$ cat src/rtl/shot_evaluator.sv
// Light-gun shot evaluator: turns mouse click edges into one-cycle hit/miss
// pulses, tracks remaining ammo and enforces a dead time after each shot.
module shot_evaluator #(
  parameter int AMMO_MAX        = 3,
  parameter int COOLDOWN_CYCLES = 16
) (
  input  logic       clk,
  input  logic       rst_n,
  input  logic       mouse_left,
  input  logic       mouse_on_target,
  input  logic       round_start,
  input  logic       round_active,
  output logic       hit,
  output logic       miss,
  output logic [3:0] ammo,
  output logic       out_of_ammo,
  output logic       busy
);

  localparam int            CW        = $clog2(COOLDOWN_CYCLES + 1);
  localparam logic [CW-1:0] CD_LOAD   = CW'(COOLDOWN_CYCLES - 1);
  localparam logic [3:0]    AMMO_FULL = 4'(AMMO_MAX);

  typedef enum logic [2:0] {
    IDLE,
    ARMED,
    EVAL,
    COOLDOWN,
    EMPTY
  } state_t;

  state_t        state_q, state_d;
  logic [3:0]    ammo_q, ammo_d;
  logic          btn_q, btn_d;
  logic          tgt_q, tgt_d;
  logic [CW-1:0] cnt_q, cnt_d;
  logic          click;

  assign click = mouse_left & ~btn_q;

  always_ff @(posedge clk or negedge rst_n) begin
    if (!rst_n) begin
      state_q <= IDLE;
      ammo_q  <= '0;
      btn_q   <= 1'b0;
      tgt_q   <= 1'b0;
      cnt_q   <= '0;
    end else begin
      state_q <= state_d;
      ammo_q  <= ammo_d;
      btn_q   <= btn_d;
      tgt_q   <= tgt_d;
      cnt_q   <= cnt_d;
    end
  end

  // round_start outranks everything, including the pulse of an EVAL cycle.
  always_comb begin
    state_d = state_q;
    ammo_d  = ammo_q;
    btn_d   = mouse_left;
    tgt_d   = tgt_q;
    cnt_d   = cnt_q;
    hit     = 1'b0;
    miss    = 1'b0;
    if (round_start) begin
      state_d = ARMED;
      ammo_d  = AMMO_FULL;
      cnt_d   = '0;
    end else begin
      case (state_q)
        IDLE: ;
        ARMED: begin
          if (!round_active) begin
            state_d = IDLE;
          end else if (click && (ammo_q != 4'd0)) begin
            tgt_d   = mouse_on_target;
            ammo_d  = ammo_q - 4'd1;
            state_d = EVAL;
          end
        end
        EVAL: begin
          hit  = tgt_q;
          miss = ~tgt_q;
          if (round_active) begin
            state_d = COOLDOWN;
            cnt_d   = CD_LOAD;
          end else begin
            state_d = IDLE;
          end
        end
        COOLDOWN: begin
          if (!round_active) begin
            state_d = IDLE;
            cnt_d   = '0;
          end else if (cnt_q == '0) begin
            state_d = (ammo_q != 4'd0) ? ARMED : EMPTY;
          end else begin
            cnt_d = cnt_q - CW'(1);
          end
        end
        EMPTY: begin
          if (!round_active) state_d = IDLE;
        end
        default: state_d = IDLE;
      endcase
    end
  end

  assign ammo        = ammo_q;
  assign busy        = (state_q == EVAL) || (state_q == COOLDOWN);
  assign out_of_ammo = (state_q == EMPTY) && (ammo_q == 4'd0);

endmodule

$ cat config.mk
export PLATFORM = sky130hd
export DESIGN_NAME = shot_evaluator
export DESIGN_NICKNAME = d
export VERILOG_FILES = /design/src/rtl/shot_evaluator.sv
export SDC_FILE = /design/constraint.sdc
export NUM_CORES = 1
export LEC_CHECK = 0
export BUFFER_PORTS_ARGS = -buffer_cell sky130_fd_sc_hd__buf_2
export CAP_MARGIN = 20
export CORE_ASPECT_RATIO = 0.9
export CORE_MARGIN = 2
export CORE_UTILIZATION = 35
export DETAILED_ROUTE_END_ITERATION = 12
export GPL_TIMING_DRIVEN = 0
export PLACE_DENSITY_LB_ADDON = 0.2
export SKIP_LAST_GASP = 1
export SYNTH_ARGS = -nofsm -noshare
export SYNTH_HDL_FRONTEND = slang
export SYNTH_SLANG_ARGS = --single-unit
$ cat constraint.sdc
create_clock -name clk -period 1.7 [get_ports clk]
set_clock_uncertainty 0.15 [all_clocks]
set_input_delay 0.425 -clock clk [delete_from_list [all_inputs] [get_ports clk]]
set_output_delay 0.425 -clock clk [all_outputs]
set_load 0.1 [all_outputs]
==> impl_metrics.py <==
metrics = {
    "outcome": {
        "outcome": "finished with violations",
        "violations": "negative setup slack",
    },
    "synthesis": {
        "multiplexer_fraction_of_the_synthesized_cell_area_pct": 1.33,
        "number_of_flip_flops_and_latches_in_the_synthesized_netlist": 14,
        "sequential_element_share_of_the_synthesized_area_pct": 41.3,
        "async_reset_ff_share_pct": 100,
        "ys_dominant_reg_cell": "dfrtp_1",
        "synth.cell_area_um2": 848,
        "syn_inst": 92,
        "synthesized_area_fraction_occupied_by_ao_oa_aoi_and_oai_cells_pct": 15.0,
        "synth.avg_cell_area_um2": 9.22,
        "count_of_flip_flops_with_a_built_in_enable_after_synthesis": 0,
        "synth_simple_gate_area_share_pct": 29.9,
        "mappedNetlistNets": 101,
        "synth.lib_cells_used.distinct": 34,
        "yosys.area_share.adder_pct": 4.42,
        "synth-warning-count": 0,
        "synthXorXnorAreaFrac_pct": 3.10,
        "synth_top_family_by_area": "simple AND/OR/NAND/NOR gates",
    },
    "global_route": {
        "global_route.usage.total_pct": 19.3,
        "grt_first_pass_wirelength_um": 4130,
        "grt.met3_usage_pct": 7.99,
        "grtUsageMet1_pct": 23.1,
        "globalRoute.totalOverflow": 0,
        "antenna_found_initial": 0,
        "grt_pass1_vias": 902,
        "use_met2_pct": 31.2,
        "grt_start_max_net_pins": 15,
        "most_used_layer_global_route": "met2",
    },
    "routing": {
        "dr_total_vias": 928,
        "drc_errors": 0,
        "finalWirelength_um": 2730,
        "detailedRoute.firstIterationViolations": 27,
        "drt_pre_antenna_iters": 4,
        "postRouteAntennaNets": 0,
        "wl_per_cell_um": 16.7,
        "avgViaCountPerCell": 5.69,
    },
    "cells_and_area": {
        "post-route-util_pct": 67.0,
        "layout.cells.most_common_list": "22 x buf_4, 10 x buf_6, 8 x dfrtp_1, 6 x nand2_1",
        "final_layout_size_suffix_gt1_share_pct": 64.0,
        "syn2layout_area_growth_pct": 77.0,
        "final_common_cell": "buf_4",
        "nNetsFinal": 146,
        "ant_cells": 0,
        "final-instance-count-excl-fill": 163,
        "final-seq-area_um2": 365,
        "multi_input_gate_area_um2": 637,
        "nFillCells": 159,
    },
    "hold_path": {
        "holdPathEnd": "btn_q$_DFF_PN0_",
        "worstHoldPathType": "input pin to flip-flop",
        "worstHoldPathCells": 1,
        "min_delay_src": "mouse_left",
    },
    "worst_setup_path": {
        "worstSetupStartpoint": "ammo[0]$_DFFE_PN0P_",
        "crit-reg2reg-launch": "ammo[0]$_DFFE_PN0P_",
        "critical_path.reg2reg.endpoint": "ammo[0]$_DFFE_PN0P_",
        "r2r_setup_slack_ns": -0.35,
        "reg2reg_path_depth": 8,
        "sort_of_element_at_the_end_of_the_critical_path": "primary output",
        "cp.required_ns": 1.12,
        "worstSetupPathType": "flip-flop to primary output",
        "worst_setup_path_start_kind": "flip-flop",
        "arrival_time_at_the_worst_endpoint_ns": 1.59,
        "largest_fanout_on_the_critical_path": 3,
    },
    "sta": {
        "setup-violations-final": 16,
        "totalNegativeSetupSlack_ns": -3.17,
        "final_report_hold_violation_count": 0,
        "rsz0062_at_grt": "yes",
        "timing_worst_slew_pin_value_ns": 0.597,
        "finalMaxSlewViolations": 0,
        "timing.final.crit_period_ns": 2.16,
        "hold-worst-slack_ns": 0.0965,
        "fin_crit_sh_pct": 127,
        "fmaxAchievable_mhz": 462,
        "postLayoutSetupSlackWorst_ns": -0.464,
        "relSlewSlack_pct": 60.2,
    },
    "floorplan": {
        "die_footprint_um2": 2830,
        "rows": 16,
        "io-pin-count": 14,
        "fp.dieH_um": 50.7,
        "initial_core_util_pct": 37.8,
        "core_region_area_um2": 2240,
        "die_outline_width_um": 55.9,
    },
    "pwr": {
        "power_density_nw_per_um2": 530,
        "power_report.internal_total_uw": 560,
        "share_comb_of_total_power_pct": 23.4,
        "switching_share_pct": 29.6,
        "p_leak_uw": 0.000653,
        "clock_power_share_pct": 31.0,
        "p_sw_uw": 236,
        "sequentialPowerShare_pct": 45.6,
        "vdd_ir_drop_max_uv": 421,
    },
    "placed_design": {
        "preCtsSetupSlack_ns": -0.545,
        "dpl.cell_count": 131,
        "routabilityCongestion": 0.833,
        "placement.io_buffers": 12,
        "post-dp-hpwl_um": 1410,
    },
    "clock_network": {
        "clock_buffer_depth": 2,
        "cts_inserted_buffers": 3,
        "clk_root_buffer_cell": "clkbuf_4",
        "count_of_clock_tree_sinks": 14,
        "cts_tree": "built",
        "cts_max_level": 1,
        "clkSlewWorstSetupHoldPaths_ns": 0.09,
        "clock_insertion_delay_worst_skew_ns": 0.29,
    },
    "job": {
        "cap_violations": 0,
    },
}
-- per-layer routing --
layer | up-vias | part of all wire [%]
met5 | - | 0
met4 | 0 | 1.1
met3 | 4 | 7.2
met2 | 40 | 48
met1 | 459 | 44
li1 | 425 | -
-- synth_stat cells (2+ instances only) --
cell	n	area, µm²
a21oi_1	6	30.0
a311o_1	2	20.0
a31oi_1	2	12.5
and3_1	2	12.5
clkbuf_1	4	15.0
dfrtp_1	14	350
ha_1	3	37.5
inv_1	7	26.3
nand2_1	9	33.8
nand2b_1	2	12.5
nand3_1	2	10.0
nor2_1	6	22.5
nor3_1	4	20.0
nor3b_1	4	30.0
nor4_1	2	12.5
o21ai_0	3	15.0
or4_1	2	15.0
xnor2_1	2	17.5
-- worst max path at each step --
stage | end | cells after the start
after floorplan | hit | 2
after global placement | out_of_ammo | 5
after detailed placement | out_of_ammo | 5
after CTS | out_of_ammo | 5
after global routing | out_of_ammo | 5
final | out_of_ammo | 5
-- cell type report --
type / count / area share [%]
Multi-Input combinational cell: 67 / 42.4
Timing Repair Buffer: 41 / 24.8
Sequential cell: 14 / 24.3
Clock buffer: 4 / 2.42
Inverter: 7 / 2.33
Tap cell: 27 / 2.25
Buffer: 3 / 1.42
-- power by group through the flow --
stage | sequential [µW] | clock, µW | combinational (µW)
final | 363 | 247 | 186
after detailed placement | 369 | 0 | 124
after global routing | 365 | 274 | 198
after floorplan | 381 | 0 | 80.3
after global placement | 368 | 0 | 123
after CTS | 362 | 255 | 160
-- cell families after synthesis --
kind of cell | Yosys count
AO/OA/AOI/OAI | 19
adder cells (fa/ha/maj) | 3
XOR/XNOR | 3
AND/OR/NAND/NOR | 41
buffers and inverters | 11
flip-flops | 14
multiplexers | 1
-- per-stage QoR --
step | cell area (µm²) | total power (µW)
floorplan | 943 | 461
global placement | 1040 | 491
detailed placement | 1040 | 492
CTS | 1350 | 778
global route | 1500 | 837
finish | 1500 | 795
-- flip-flops by register name (all words and copies together) (netlist names) --
register / cells
ammo: 4
state_q: 3
btn_q: 1
cnt_q: 5
tgt_q: 1
-- repair_timing --
| item | CTS | global route |
|---|---|---|
| endpoints found under the hold margin | 14 | 0 |
| gates resized for setup | 37 | 23 |
| pin swaps | 16 | 16 |
| setup buffers | 19 | 12 |
| setup endpoints to repair | 18 | 19 |
| hold buffers | 1 | 0 |
-- critical path, cell delays in order (launching register included) --
cell     delay (ns)
dfrtp_4        0.51
inv_4          0.07
ha_4           0.11
nor3b_4        0.21
and3_4         0.23
buf_12         0.17
Power figures use the tool's default switching activity.
